### config.mk
export PLATFORM = sky130hd
export DESIGN_NAME = mix_columns_engine
export DESIGN_NICKNAME = d
export VERILOG_FILES = /design/src/rtl/mix_columns_engine.sv
export SDC_FILE = /design/constraint.sdc
export NUM_CORES = 1
export LEC_CHECK = 0
export ABC_AREA = 1
export CORE_ASPECT_RATIO = 0.7
export CORE_UTILIZATION = 41
export CTS_CLUSTER_SIZE = 10
export DETAILED_ROUTE_END_ITERATION = 10
export PLACE_DENSITY = 0.81
export SLEW_MARGIN = 5
export SYNTH_ARGS = -nofsm -noshare
export SYNTH_HDL_FRONTEND = slang
export SYNTH_SLANG_ARGS = --single-unit
### constraint.sdc
create_clock -name clk -period 1.85 [get_ports clk]
set_clock_uncertainty 0.1 [all_clocks]
set_input_delay 0.2775 -clock clk [delete_from_list [all_inputs] [get_ports clk]]
set_output_delay 0.2775 -clock clk [all_outputs]
set_load 0.05 [all_outputs]
### src/rtl/mix_columns_engine.sv
// mix_columns_engine: AES MixColumns / InvMixColumns over a 128-bit state,
// transforming COLS_PER_CYCLE columns per clock. The mode is latched per block.
// Latency: accept at edge k -> out_valid after edge k+N_STEPS (N_STEPS = 4/COLS_PER_CYCLE).
// Backpressure: DONE holds out_data stable until out_ready; in_ready = out_ready in DONE.
// Ports: clk, rst_n (async active-low); in_valid/in_ready/in_data[127:0]/in_inverse;
//        out_valid/out_ready/out_data[127:0]; busy (high in BUSY).
// Layout: column c = bits [32c+31:32c], row 0 is the top byte of the column.
module mix_columns_engine #(
  parameter int COLS_PER_CYCLE = 1
) (
  input  logic         clk,
  input  logic         rst_n,
  input  logic         in_valid,
  output logic         in_ready,
  input  logic [127:0] in_data,
  input  logic         in_inverse,
  output logic         out_valid,
  input  logic         out_ready,
  output logic [127:0] out_data,
  output logic         busy
);

  if (!(COLS_PER_CYCLE == 1 || COLS_PER_CYCLE == 2 || COLS_PER_CYCLE == 4)) begin : g_bad_cols
    $error("mix_columns_engine: COLS_PER_CYCLE must be 1, 2 or 4");
  end

  localparam int         N_STEPS  = 4 / COLS_PER_CYCLE;
  localparam logic [1:0] CNT_LAST = 2'(N_STEPS - 1);

  typedef enum logic [1:0] {
    IDLE = 2'd0,
    BUSY = 2'd1,
    DONE = 2'd2
  } state_t;

  state_t        state_q, state_d;
  logic [127:0]  data_q;
  logic [127:0]  data_step;
  logic          mode_q;
  logic [1:0]    cnt_q;
  logic          load;
  logic          step;

  // GF(2^8) multiply by 2 with the AES reduction polynomial.
  function automatic logic [7:0] xtime(input logic [7:0] x);
    return {x[6:0], 1'b0} ^ (x[7] ? 8'h1b : 8'h00);
  endfunction

  // One column transform. Each output row uses the same coefficient set,
  // rotated right by the row index.
  function automatic logic [31:0] mix_col(input logic [31:0] col, input logic inv);
    logic [7:0]  a  [4];
    logic [7:0]  m2 [4];
    logic [7:0]  m3 [4];
    logic [7:0]  m9 [4];
    logic [7:0]  mb [4];
    logic [7:0]  md [4];
    logic [7:0]  me [4];
    logic [7:0]  x2, x4, x8;
    logic [31:0] res;
    res = 32'h0;
    for (int r = 0; r < 4; r++) begin
      a[r]  = col[8*(3-r) +: 8];
      x2    = xtime(a[r]);
      x4    = xtime(x2);
      x8    = xtime(x4);
      m2[r] = x2;
      m3[r] = x2 ^ a[r];
      m9[r] = x8 ^ a[r];
      mb[r] = x8 ^ x2 ^ a[r];
      md[r] = x8 ^ x4 ^ a[r];
      me[r] = x8 ^ x4 ^ x2;
    end
    for (int r = 0; r < 4; r++) begin
      if (inv) begin
        res[8*(3-r) +: 8] = me[2'(r)] ^ mb[2'(r+1)] ^ md[2'(r+2)] ^ m9[2'(r+3)];
      end else begin
        res[8*(3-r) +: 8] = m2[2'(r)] ^ m3[2'(r+1)] ^ a[2'(r+2)] ^ a[2'(r+3)];
      end
    end
    return res;
  endfunction

  // Columns whose group index (j / COLS_PER_CYCLE) matches cnt are
  // transformed this step; all others pass through unchanged.
  always_comb begin
    data_step = data_q;
    for (int j = 0; j < 4; j++) begin
      if (2'(j / COLS_PER_CYCLE) == cnt_q) begin
        data_step[32*j +: 32] = mix_col(data_q[32*j +: 32], mode_q);
      end
    end
  end

  always_comb begin
    state_d   = state_q;
    in_ready  = 1'b0;
    out_valid = 1'b0;
    busy      = 1'b0;
    load      = 1'b0;
    step      = 1'b0;
    case (state_q)
      IDLE: begin
        in_ready = 1'b1;
        if (in_valid) begin
          load    = 1'b1;
          state_d = BUSY;
        end
      end
      BUSY: begin
        busy = 1'b1;
        step = 1'b1;
        if (cnt_q == CNT_LAST) begin
          state_d = DONE;
        end
      end
      DONE: begin
        out_valid = 1'b1;
        in_ready  = out_ready;
        if (out_ready) begin
          if (in_valid) begin
            // Output drains and the next block loads on the same edge.
            load    = 1'b1;
            state_d = BUSY;
          end else begin
            state_d = IDLE;
          end
        end
      end
      default: state_d = IDLE;
    endcase
  end

  always_ff @(posedge clk or negedge rst_n) begin
    if (!rst_n) begin
      state_q <= IDLE;
      data_q  <= 128'h0;
      mode_q  <= 1'b0;
      cnt_q   <= 2'd0;
    end else begin
      state_q <= state_d;
      if (load) begin
        data_q <= in_data;
        mode_q <= in_inverse;
        cnt_q  <= 2'd0;
      end else if (step) begin
        data_q <= data_step;
        cnt_q  <= cnt_q + 2'd1;
      end
    end
  end

  assign out_data = data_q;

endmodule

# == Word level (Yosys, flattened, before mapping) ==
# Cells that the tools add are included.
# totals
reg_bits,132
inputBits,133
out_inout_bits,131
wordCells,42
# classes
n_reduce_logical,12
mux,14
addsub,1
n_eq_ne,9
# op_table
cell,n
2-to-1 mux 128 bit,1
2-to-1 mux 2 bit,5
nonzero test 2 bit,5
AND reduction 2 bit,4
!= test 2 bit (second input constant),3
case mux 2 bit (3 select lines),1
2-to-1 mux 1 bit,5
== test 2 bit (first input constant),2
== test 2 bit (second input constant),2
logical NOT 2 bit,2
case mux 1 bit (2 select lines),2
AND reduction 3 bit,1
adder 2 x 1 -> 2 bit (second input constant),1
== test 1 x 2 -> 1 bit (first input constant),1
== test 2 x 1 -> 1 bit (second input constant),1

# == Depth between registers and ports, before layout ==
# Gate-level depths: netlist (run 1).
# depth
ltp_word,5
mapped_depth,7
mapped_depth_nobuf,6

# == Least setup slack after synthesis (run 1) ==
# OpenSTA, ideal clock, no wires.
# synth_path
path_kind,register to output
startpoint,register state_q[0]
endpoint,output in_ready
slack_ns,0.208
required_ns,1.472
path_stages_with_launch,3
n_path_buf,1
t_arrival_ns,1.264
cell_sequence,dfrtp_1 > buf_6 > a21oi_1
# synth_via
elab_chain_len,2
elab_cells_between_ends,3
classes_between,eq/ne: 1; mux: 1; reduce/logical: 1
# synth_lines
item,line,source
start: declaration,36,"state_t state_q, state_d;"
start signal: assignment,141,state_q <= state_d;
== test 2 bit or logical NOT 2 bit (tied branches),102,case (state_q)
case mux 1 bit (2 select lines) *,102,
end: declaration,14,"output logic in_ready,"
# Every way passes the cells marked *; elsewhere a longest branch is shown, timed or not.

# == Worst setup path after layout (run 1) ==
# layout_path
startpoint,register state_q[0]
endpoint,output out_valid
# layout_via
elab_chain_len,2
# layout_lines
item,line,source
== test 2 bit,102,
2-to-1 mux 1 bit,102,
end: declaration,17,"output logic out_valid,"
# No other way between the ends.

==> results of run 1 <==
## repair_timing
item,in CTS,in global routing
gates resized for setup,1,1
cloned,0,0
endpoints found under the setup margin,1,1
hold buffers,1,0
endpoints found under the hold margin,24,0
## through the flow
step	setup slack, ps	cell area, um^2	std cells
finish	130	8530	1021
global route	37.7	8530	1021
CTS	69.1	8530	1021
detailed placement	98.0	7890	989
global placement	151	7890	989
floorplan	208	5400	588
## worst register-to-register path, delay by kind of cell, from the launching register on
| family | cells | cell delay, ps |
|---|---|---|
| buf+inv | 2 | 440 |
| simple gates | 3 | 390 |
| flops | 1 | 400 |
| fa+ha+maj | 1 | 200 |
## how the worst max path moves through the flow
| stage | depth (start not counted) | endpoint | from |
|---|---|---|---|
| 2_1_floorplan | 2 | in_ready | state_q[0]$_DFFE_PN0P_ |
| 5_1_grt | 4 | busy | state_q[1]$_DFFE_PN0P_ |
| 3_3_place_gp | 7 | out_data[49]$_DFFE_PN0P_ | in_valid |
| 6_report | 2 | out_valid | state_q[0]$_DFFE_PN0P_ |
| 3_5_place_dp | 7 | out_data[35]$_DFFE_PN0P_ | out_ready |
| 4_1_cts | 4 | busy | state_q[1]$_DFFE_PN0P_ |
## registers in the layout, indices dropped and copies added (netlist names)
signal / cells
cnt_q: 2
state_q: 2
out_data: 128
## cell families (layout without fill, tap and decap cells)
group                      after synthesis  count (layout)
buffers and inverters                   45             316
DFF                                    132             132
AOI/OAI and AO/OA                        3               3
adders and majority gates                4               4
and+or+nand+nor                        404             404
## per-layer routing
metal | vias to the layer above | GRT usage | routed length [um]
met5 | - | 0 | 0
met4 | 0 | 0.0863 | 249
met3 | 22 | 0.0770 | 1380
met2 | 207 | 0.375 | 7370
met1 | 2373 | 0.277 | 6260
li1 | 2404 | - | -
## Yosys cell counts
library cell    n  share of area
a21oi_1         1        0.00093
buf_4           3         0.0042
ha_1            4         0.0093
o21ai_0         2         0.0019
nor2_8          1         0.0037
inv_1           5         0.0035
buf_6          11          0.023
nor2_1          3         0.0021
clkbuf_1        7         0.0049
nand3_1       130           0.12
buf_2          18          0.017
dfrtp_1       132           0.61
nand2_8         1         0.0037
nand2_2         5         0.0058
nand2_1       261           0.18
inv_2           1        0.00069
nand3_2         3         0.0056
## cell type report
| type | instances | area (um^2) | share of cell area |
|---|---|---|---|
| Timing Repair Buffer | 279 | 2560 | 0.300 |
| Sequential cell | 132 | 3300 | 0.387 |
| Multi-Input combinational cell | 411 | 1810 | 0.212 |
| Clock buffer | 20 | 457 | 0.0535 |
| Clock inverter | 11 | 176 | 0.0207 |
| Inverter | 6 | 22.5 | 0.00264 |
| Tap cell | 162 | 203 | 0.0238 |
## cell usage in the layout, fill, tap and decap left out, drive strengths merged
cell and instances:
nand2 267, buf 148, nand3 133, dfrtp 132, clkdlybuf4s50 130, clkbuf 20, inv 7, clkinv 5
ha 4, bufinv 4, nor2 4, o21ai 2, a21oi 1, clkinvlp 1, dlygate4sd3 1
==> flow_summary.yaml, run 1 <==
critical_path:
  path_class: "reg2out"
  r2r_end: "out_data[9]$_DFFE_PN0P_"
  crit_buf_inv: 1
  r2r_cells: 6
  cp_data_arrival_time_ps: 1340
  end_kind: "output pin"
  crit_chain: "nor2_1, buf_12"
  cp_slowest_cell: "dfrtp_2"
  critPathMaxStageDelay_ps: 500
  reg2reg_slack_ps: 260
  worstPathMaxFanout: 8
  required_ps: 1470
  path_delay_family: "flip-flops"
  r2r_start: "cnt_q[0]$_DFFE_PN0P_"
  start_kind: "register"
yosys:
  ys_types: 17
  synthSimpleGateAreaFrac: 0.323
  synth_compound_area_frac: 0.00278
  synth_seq_cells: 132
  yosys.area_share.xor_xnor: 0
  yosysSeqAreaShare: 0.612
  yosys_warnings: 0
  synth_cells: 588
  synth_top_family_by_area: "simple AND/OR/NAND/NOR gates"
  syn_avg_cell_area_um2: 9.18
  synthMuxAreaShare: 0
  synthAdderAreaFrac: 0.00927
  syn_area_mm2: 0.00540
  synthesis.nets: 725
clock_network:
  clock-sinks: 132
  cts_max_path_buffers: 2
  clkTransAtPathRegs_ps: 60
  numCtsBuffers: 17
  cts-root-buf: "clkbuf_16"
  post-cts-setup-buffers: 0
  cts_tree: "built"
  cts_max_level: 4
  insertion_delay_ps: 400
global_route:
  grt_pass1_vias: 4986
  grt_max_degree: 64
  grt_util_all_layers: 0.227
  grt_pass1_wl_um: 24600
  grt_antenna_before_repair: 0
  grt-ovfl-total: 0
placement:
  io_buffers: 262
  dp_hpwl_um: 10900
  gp_congestion: 0.824
drt:
  wl_per_cell_um: 14.9
  drt_pass1_iterations: 11
  drt_iter0_drc: 303
  postRouteAntennaNets: 0
  drc: 17
  vias_per_cell: 4.90
  vias: 5006
  routed_wl_um: 15300
sta:
  setup_tns_ps: 0
  clock.fmax_mhz: 581
  post-route-min-period_ps: 1720
  setup_viol: 0
  timing.final.crit_share: 0.930
  worstMarginPinSlew_ps: 385
  hold_viol_final: 0
  rsz0062_at_grt: "false"
  timing.hold.ws_ps: 232
  slew_violations: 0
  maxSlewHeadroom: 0.743
die:
  die_w_um: 139
  rows: 34
  io-pin-count: 264
  dieArea_mm2: 0.0136
  dieHeight_um: 98.0
  core_area_mm2: 0.0126
  start_util: 0.427
outcome:
  violations: "design-rule violations"
  run_status: "finished, violations left"
worst_hold_path:
  hold_class: "in2async"
layout:
  fin_util: 0.675
  fin_nets: 984
  antenna_cells: 0
  nFillCells: 977
  drive_gt1_frac: 0.222
  area_growth_pct: 58.1
flow_run:
  drv_cap: 0
Power of run 1 is not shown: default switching activity piles up to over one toggle a cycle in this logic, so the estimate is an artifact.
==> run 2: changes to the inputs <==
Settings changed: ABC_CLOCK_PERIOD_IN_PS set to 1850, CELL_PAD_IN_SITES_DETAIL_PLACEMENT set to 1, CELL_PAD_IN_SITES_GLOBAL_PLACEMENT set to 1, CORE_UTILIZATION 41 to 29, PLACE_DENSITY 0.81 to unset, PLACE_DENSITY_LB_ADDON set to 0.1.
==> run 2 against run 1 <==
The run now ends clean. Worst hold slack worse by 13 ps. Setup slack worse by 37 ps. Register-to-register slack better by 50 ps. Sequential cell count stayed put. Die area is 41% higher. Final cell count is 7.8% higher. Final area is 0.98% higher. Utilization is 20 points lower. Count of clock-buffer cells in the layout stayed put. Maximum frequency is 2.1% lower. Routed wire length is 17% higher.
==> flow_summary.yaml, run 2 (same netlist as run 1, synthesis figures left out) <==
die:
  dieHeight_um: 116
  rows: 41
  io-pin-count: 264
  dieArea_mm2: 0.0192
  start_util: 0.298
  die_w_um: 165
  core_area_mm2: 0.0181
drt:
  drt_pass1_iterations: 4
  vias: 5075
  drc: 0
  postRouteAntennaNets: 0
  wl_per_cell_um: 16.1
  routed_wl_um: 17800
  vias_per_cell: 4.61
  drt_iter0_drc: 349
placement:
  gp_congestion: 0.760
  dp.cells: 1068
  io_buffers: 262
  dp_hpwl_um: 12700
clock_network:
  cts_max_path_buffers: 2
  clock-sinks: 132
  insertion_delay_ps: 410
  cts_max_level: 4
  post-cts-setup-buffers: 0
  clkTransAtPathRegs_ps: 60
  numCtsBuffers: 17
  cts-root-buf: "clkbuf_16"
  cts_tree: "built"
critical_path:
  r2r_start: "cnt_q[0]$_DFFE_PN0P_"
  crit_path_end: "out_valid"
  cp_slowest_cell: "dfrtp_2"
  cp.depth: 2
  crit_buf_inv: 1
  r2r_cells: 6
  start_kind: "register"
  critPathMaxStageDelay_ps: 500
  worstPathMaxFanout: 8
  reg2reg_slack_ps: 310
  r2r_end: "out_data[73]$_DFFE_PN0P_"
  required_ps: 1470
  path_class: "reg2out"
  path_delay_family: "flip-flops"
  critPathLaunch: "state_q[0]$_DFFE_PN0P_"
  cp_data_arrival_time_ps: 1380
  end_kind: "output pin"
  crit_chain: "nor2_1, buf_12"
global_route:
  grt_max_degree: 45
  grt_antenna_before_repair: 0
  grt_pass1_vias: 5279
  grt-ovfl-total: 0
  grt_pass1_wl_um: 28100
  grt_util_all_layers: 0.191
sta:
  setup_viol: 0
  clock.fmax_mhz: 569
  post-route-min-period_ps: 1760
  timing.hold.ws_ps: 218
  timing.final.crit_share: 0.950
  maxSlewHeadroom: 0.750
  worstMarginPinSlew_ps: 375
  slew_violations: 0
  hold_viol_final: 0
  rsz0062_at_grt: "false"
power:
  irDropWorstVdd_uv: 919
  p_sw_mw: 10.4
  switching_share: 0.507
  power.density_mw_per_mm2: 2370
  seqPwrFrac: 0.255
  leakagePower_nw: 4.44
  p_int_mw: 10.1
  p_comb_frac: 0.574
  clockPowerShare: 0.171
layout:
  fin_util: 0.476
  drive_gt1_frac: 0.229
  fin_nets: 989
  largest_register_ff_count: 128
  area_growth_pct: 59.6
  nFillCells: 2058
  antenna_cells: 0
  final_common_cell: "nand2_1"
  final_cells: 1101
  final_cell_mix: "nand2_1, buf_4, dfrtp_1"
flow_run:
  drv_cap: 0
worst_hold_path:
  hold_class: "in2async"
outcome:
  run_status: "finished, final reports clean"
[run 2: cell types whose count changed in the layout (fill, tap and decap cells not counted), sizes merged]
cell      before  now
clkinv         5    6
bufinv         4    3
inv            7    6
buf          148  153
clkinvlp       1    3
[run 2: power groups by stage]
stage	Combinational (mW)	Clock, mW	Sequential, mW
2_1_floorplan	3.21	0	9.87
3_3_place_gp	11.6	0	5.18
3_5_place_dp	11.9	0	5.26
4_1_cts	11.9	3.59	5.24
5_1_grt	12.6	3.74	5.41
6_report	11.7	3.50	5.21
[run 2: cell type report]
class	count	area [um^2]	share of cell area
Inverter	6	22.5	0.00261
Tap cell	236	295	0.0343
Clock buffer	20	467	0.0542
Timing Repair Buffer	284	2560	0.298
Multi-Input combinational cell	411	1810	0.210
Sequential cell	132	3300	0.384
Clock inverter	12	154	0.0179
[run 2: repair_timing]
| action | 4_1_cts | 5_1_grt |
|---|---|---|
| resized for setup | 1 | 1 |
| endpoints found under the setup margin | 2 | 1 |
| hold buffers | 1 | 0 |
| hold endpoints to repair | 109 | 0 |
[run 2: how the worst min path moves through the flow]
| stage | start | to | slack (ps) | cells past startpoint |
|---|---|---|---|---|
| finish | rst_n | out_data[76]$_DFFE_PN0P_ | 220 | 2 |
| global route | rst_n | out_data[76]$_DFFE_PN0P_ | 210 | 2 |
| CTS | rst_n | out_data[76]$_DFFE_PN0P_ | 210 | 2 |
| detailed placement | rst_n | out_data[76]$_DFFE_PN0P_ | 70 | 1 |
| global placement | rst_n | out_data[76]$_DFFE_PN0P_ | 70 | 1 |
| floorplan | rst_n | cnt_q[0]$_DFFE_PN0P_ | -120 | 0 |
[run 2: metal layers]
| layer | track usage | wire (um) | up-vias |
|---|---|---|---|
| met5 | 0 | 0 | - |
| met4 | 0.0575 | 279 | 0 |
| met3 | 0.0763 | 1580 | 19 |
| met2 | 0.297 | 7990 | 171 |
| met1 | 0.244 | 7930 | 2481 |
| li1 | - | - | 2404 |
[run 2: worst reg2reg max path: cells and delay by family, from the launching register on]
kind / cells / cell delay [ps]
buf+inv: 2 / 450
fa+ha+maj: 1 / 210
flops: 1 / 390
simple gates: 3 / 330
[run 2: through the flow]
stage               total power [mW]  setup WS, ps  TNS (ps)  cell area, um^2
global placement                16.8          32.3         0             7980
CTS                             20.7          54.6         0             8610
global route                    21.7          10.2         0             8610
finish                          20.5          93.3         0             8610
floorplan                       13.1           208         0             5400
detailed placement              17.1        -0.995    -0.995             7980
(Power assumes the default switching activity.)
==> edit: new RTL, flow settings as in run 2 <==
Reset style: synchronous (`rst_n`), changed in one clocked block. Comments in the files are not updated.
--- a/src/rtl/mix_columns_engine.sv
+++ b/src/rtl/mix_columns_engine.sv
@@ -131,7 +131,7 @@
     endcase
   end
 
-  always_ff @(posedge clk or negedge rst_n) begin
+  always_ff @(posedge clk) begin
     if (!rst_n) begin
       state_q <= IDLE;
       data_q  <= 128'h0;
Check against the original RTL: differs if rst_n is asserted again (counterexample within 4 cycles, from zero or initial values and one cycle with rst_n low); with rst_n held inactive, the same outputs for 4 cycles.
==> edit against run 2 <==
Global-route usage shrank 0.78 points; wire length grew 7.3%; cell area grew 7.3%; setup slack gained 71 ps; sequential cell count is the same; critical path depth grew 1; non-clock buffer count grew 2; area after synthesis grew 10%; largest cell class is now non-clock buffers.
Power is not compared: it rests on default switching activity, and its combinational part moved more than twofold at a synthesized area within 25%.
==> edit: results (changes against run 2) <==
Cells and area
  • Share of cells above drive strength 1: 14.5% (-8.4 points)
  • Fin nets: 1,246 (+26%)
  • # diodes: 0 (unchanged)
  • Max reg flops: 128 (unchanged)
  • # fillers: 2,485 (+21%)

Drt
  • Routed wire per std cell: 13.7 um (-15%)
  • DR iter-0 viols: 261 (-25%)
  • Met2 WL post-DR: 8180 um (+2.4%)
  • Met3 routed wirelength: 1540 um (-2.9%)
  • Vias/cell: 4.41 (-4.3%)
  • Metal-1 WL: 9060 um (+14%)
  • Vias: 6,132 (+21%)
  • Pre-antenna DRT Iters: 4 (unchanged)

Placed design
  • Detailed-placement wirelength estimate: 13,200 um (+3.9%)
  • IO Port Bufs: 262 (unchanged)
  • DP Worst Slack: -2.84 ps (-1.84 ps)
  • Post-Place Cells: 1,360 (+27%)
  • Placed Area: 8670 um^2 (+8.6%)
  • Gpl congestion: 0.735 (-3.4%)

STA
  • Hold_ws: 200 ps (-18.3 ps)
  • Slew @ Worst Pin: 502 ps (+127 ps)
  • Highest clock rate: 593 MHz (+4.2%)
  • Setup TNS after final layout: 0 ps (unchanged)

Yosys
  • Main flop type after synthesis: dfxtp_1
  • Post-synth net total: 1,009 (+39%)
  • Area contributors post-synth: dfxtp_1 44%, a21oi_1 11%, nand3_1 11%
  • Top post-synthesis cells by count: 136 x nand2_1, 134 x inv_1, 133 x a21oi_1
  • Register area share after synthesis: 44.4% (-17 points)
  • Post-Syn Area per Cell: 6.83 um^2 (-26%)
  • Synth warn: 0 (unchanged)
  • Asr flop ratio synth: 0% (-100 points)

GRT
  • Met2 Usage GRT: 28.2% (-1.4 points)
  • Grt met1 use: 23.1% (-1.3 points)
  • First-pass GRT wire length: 30,800 um (+9.8%)
  • Met3 GRT Util: 7.46% (-0.18 points)
  • Largest net degree at the start of global routing: 65 (+44%)
  • Vias in the first global route: 5,969 (+13%)
  • Tot GR Track Use: 18.3% (-0.78 points)
  • Initial antenna violation count: 0 (unchanged)

Setup path
  • R2R Path Start: cnt_q[0]$_SDFFE_PP0N_
  • CP startpoint: state_q[0]$_SDFFE_PN0P_
  • Worst Path Arrival: 1310 ps (-70 ps)
  • Slowest Stage Delay on Critical Path: 430 ps (-70 ps)
  • Max FO, Critical Path: 8 (unchanged)
  • R2R depth: 7 (+1)
  • Worst R2R End: out_data[10]$_SDFFE_PN0P_
  • Slowest CP cell: dfxtp_2
  • Worst Setup EP: busy

Clocking
  • Max Root-Sink Buffers: 2 (unchanged)
  • Setup bufs post-CTS: 0 (unchanged)
  • Post-cts sizing count: 34 (+33)
  • Worst-path clk slew: 60 ps (about the same)

Run status
  • Status: complete, no violations

Hold path
  • Tightest Hold Check Type: in -> reg
  • Hold Startpoint: rst_n

Power
  • Sw frac: 33.2%
  • Seq pwr: 3250 uW
  • Cell leakage power: about 0.0045 uW
  • Clock network fraction of total power: around two fifths

Floorplanning
  • Core Region: 20,000 um^2 (+10%)
## edit: cell types whose count changed after synthesis, moves of 5 or more
cell      change
a21oi_1     +132
buf_1         +5
buf_2        +10
clkbuf_1     +11
dfrtp_1     -132
dfxtp_1     +132
inv_1       +129
nand2_1     -125
nor2_1      +126
## edit: cell type report
| cell class | instances | area, um^2 | area share [%] |
|---|---|---|---|
| clock inverters | 12 | 183 | 1.98 |
| flip-flops and latches | 132 | 2640 | 28.6 |
| well taps | 270 | 338 | 3.65 |
| inverters | 135 | 507 | 5.48 |
| repair buffers | 286 | 2710 | 29.3 |
| clock buffers | 18 | 439 | 4.75 |
| multi-input cells | 537 | 2420 | 26.2 |
## edit: critical path: cells and delay by family, from the launching register on
kind	cells	cell delay, ps
buf+inv	2	320
flops	1	430
simple gates	1	140
## edit: cells by family after synthesis
logic type                 share of synthesized area, %
and+or+nand+nor                                    28.3
buffers and inverters                              15.3
AOI/OAI and AO/OA                                  11.2
DFF                                                44.4
adders and majority gates                         0.841
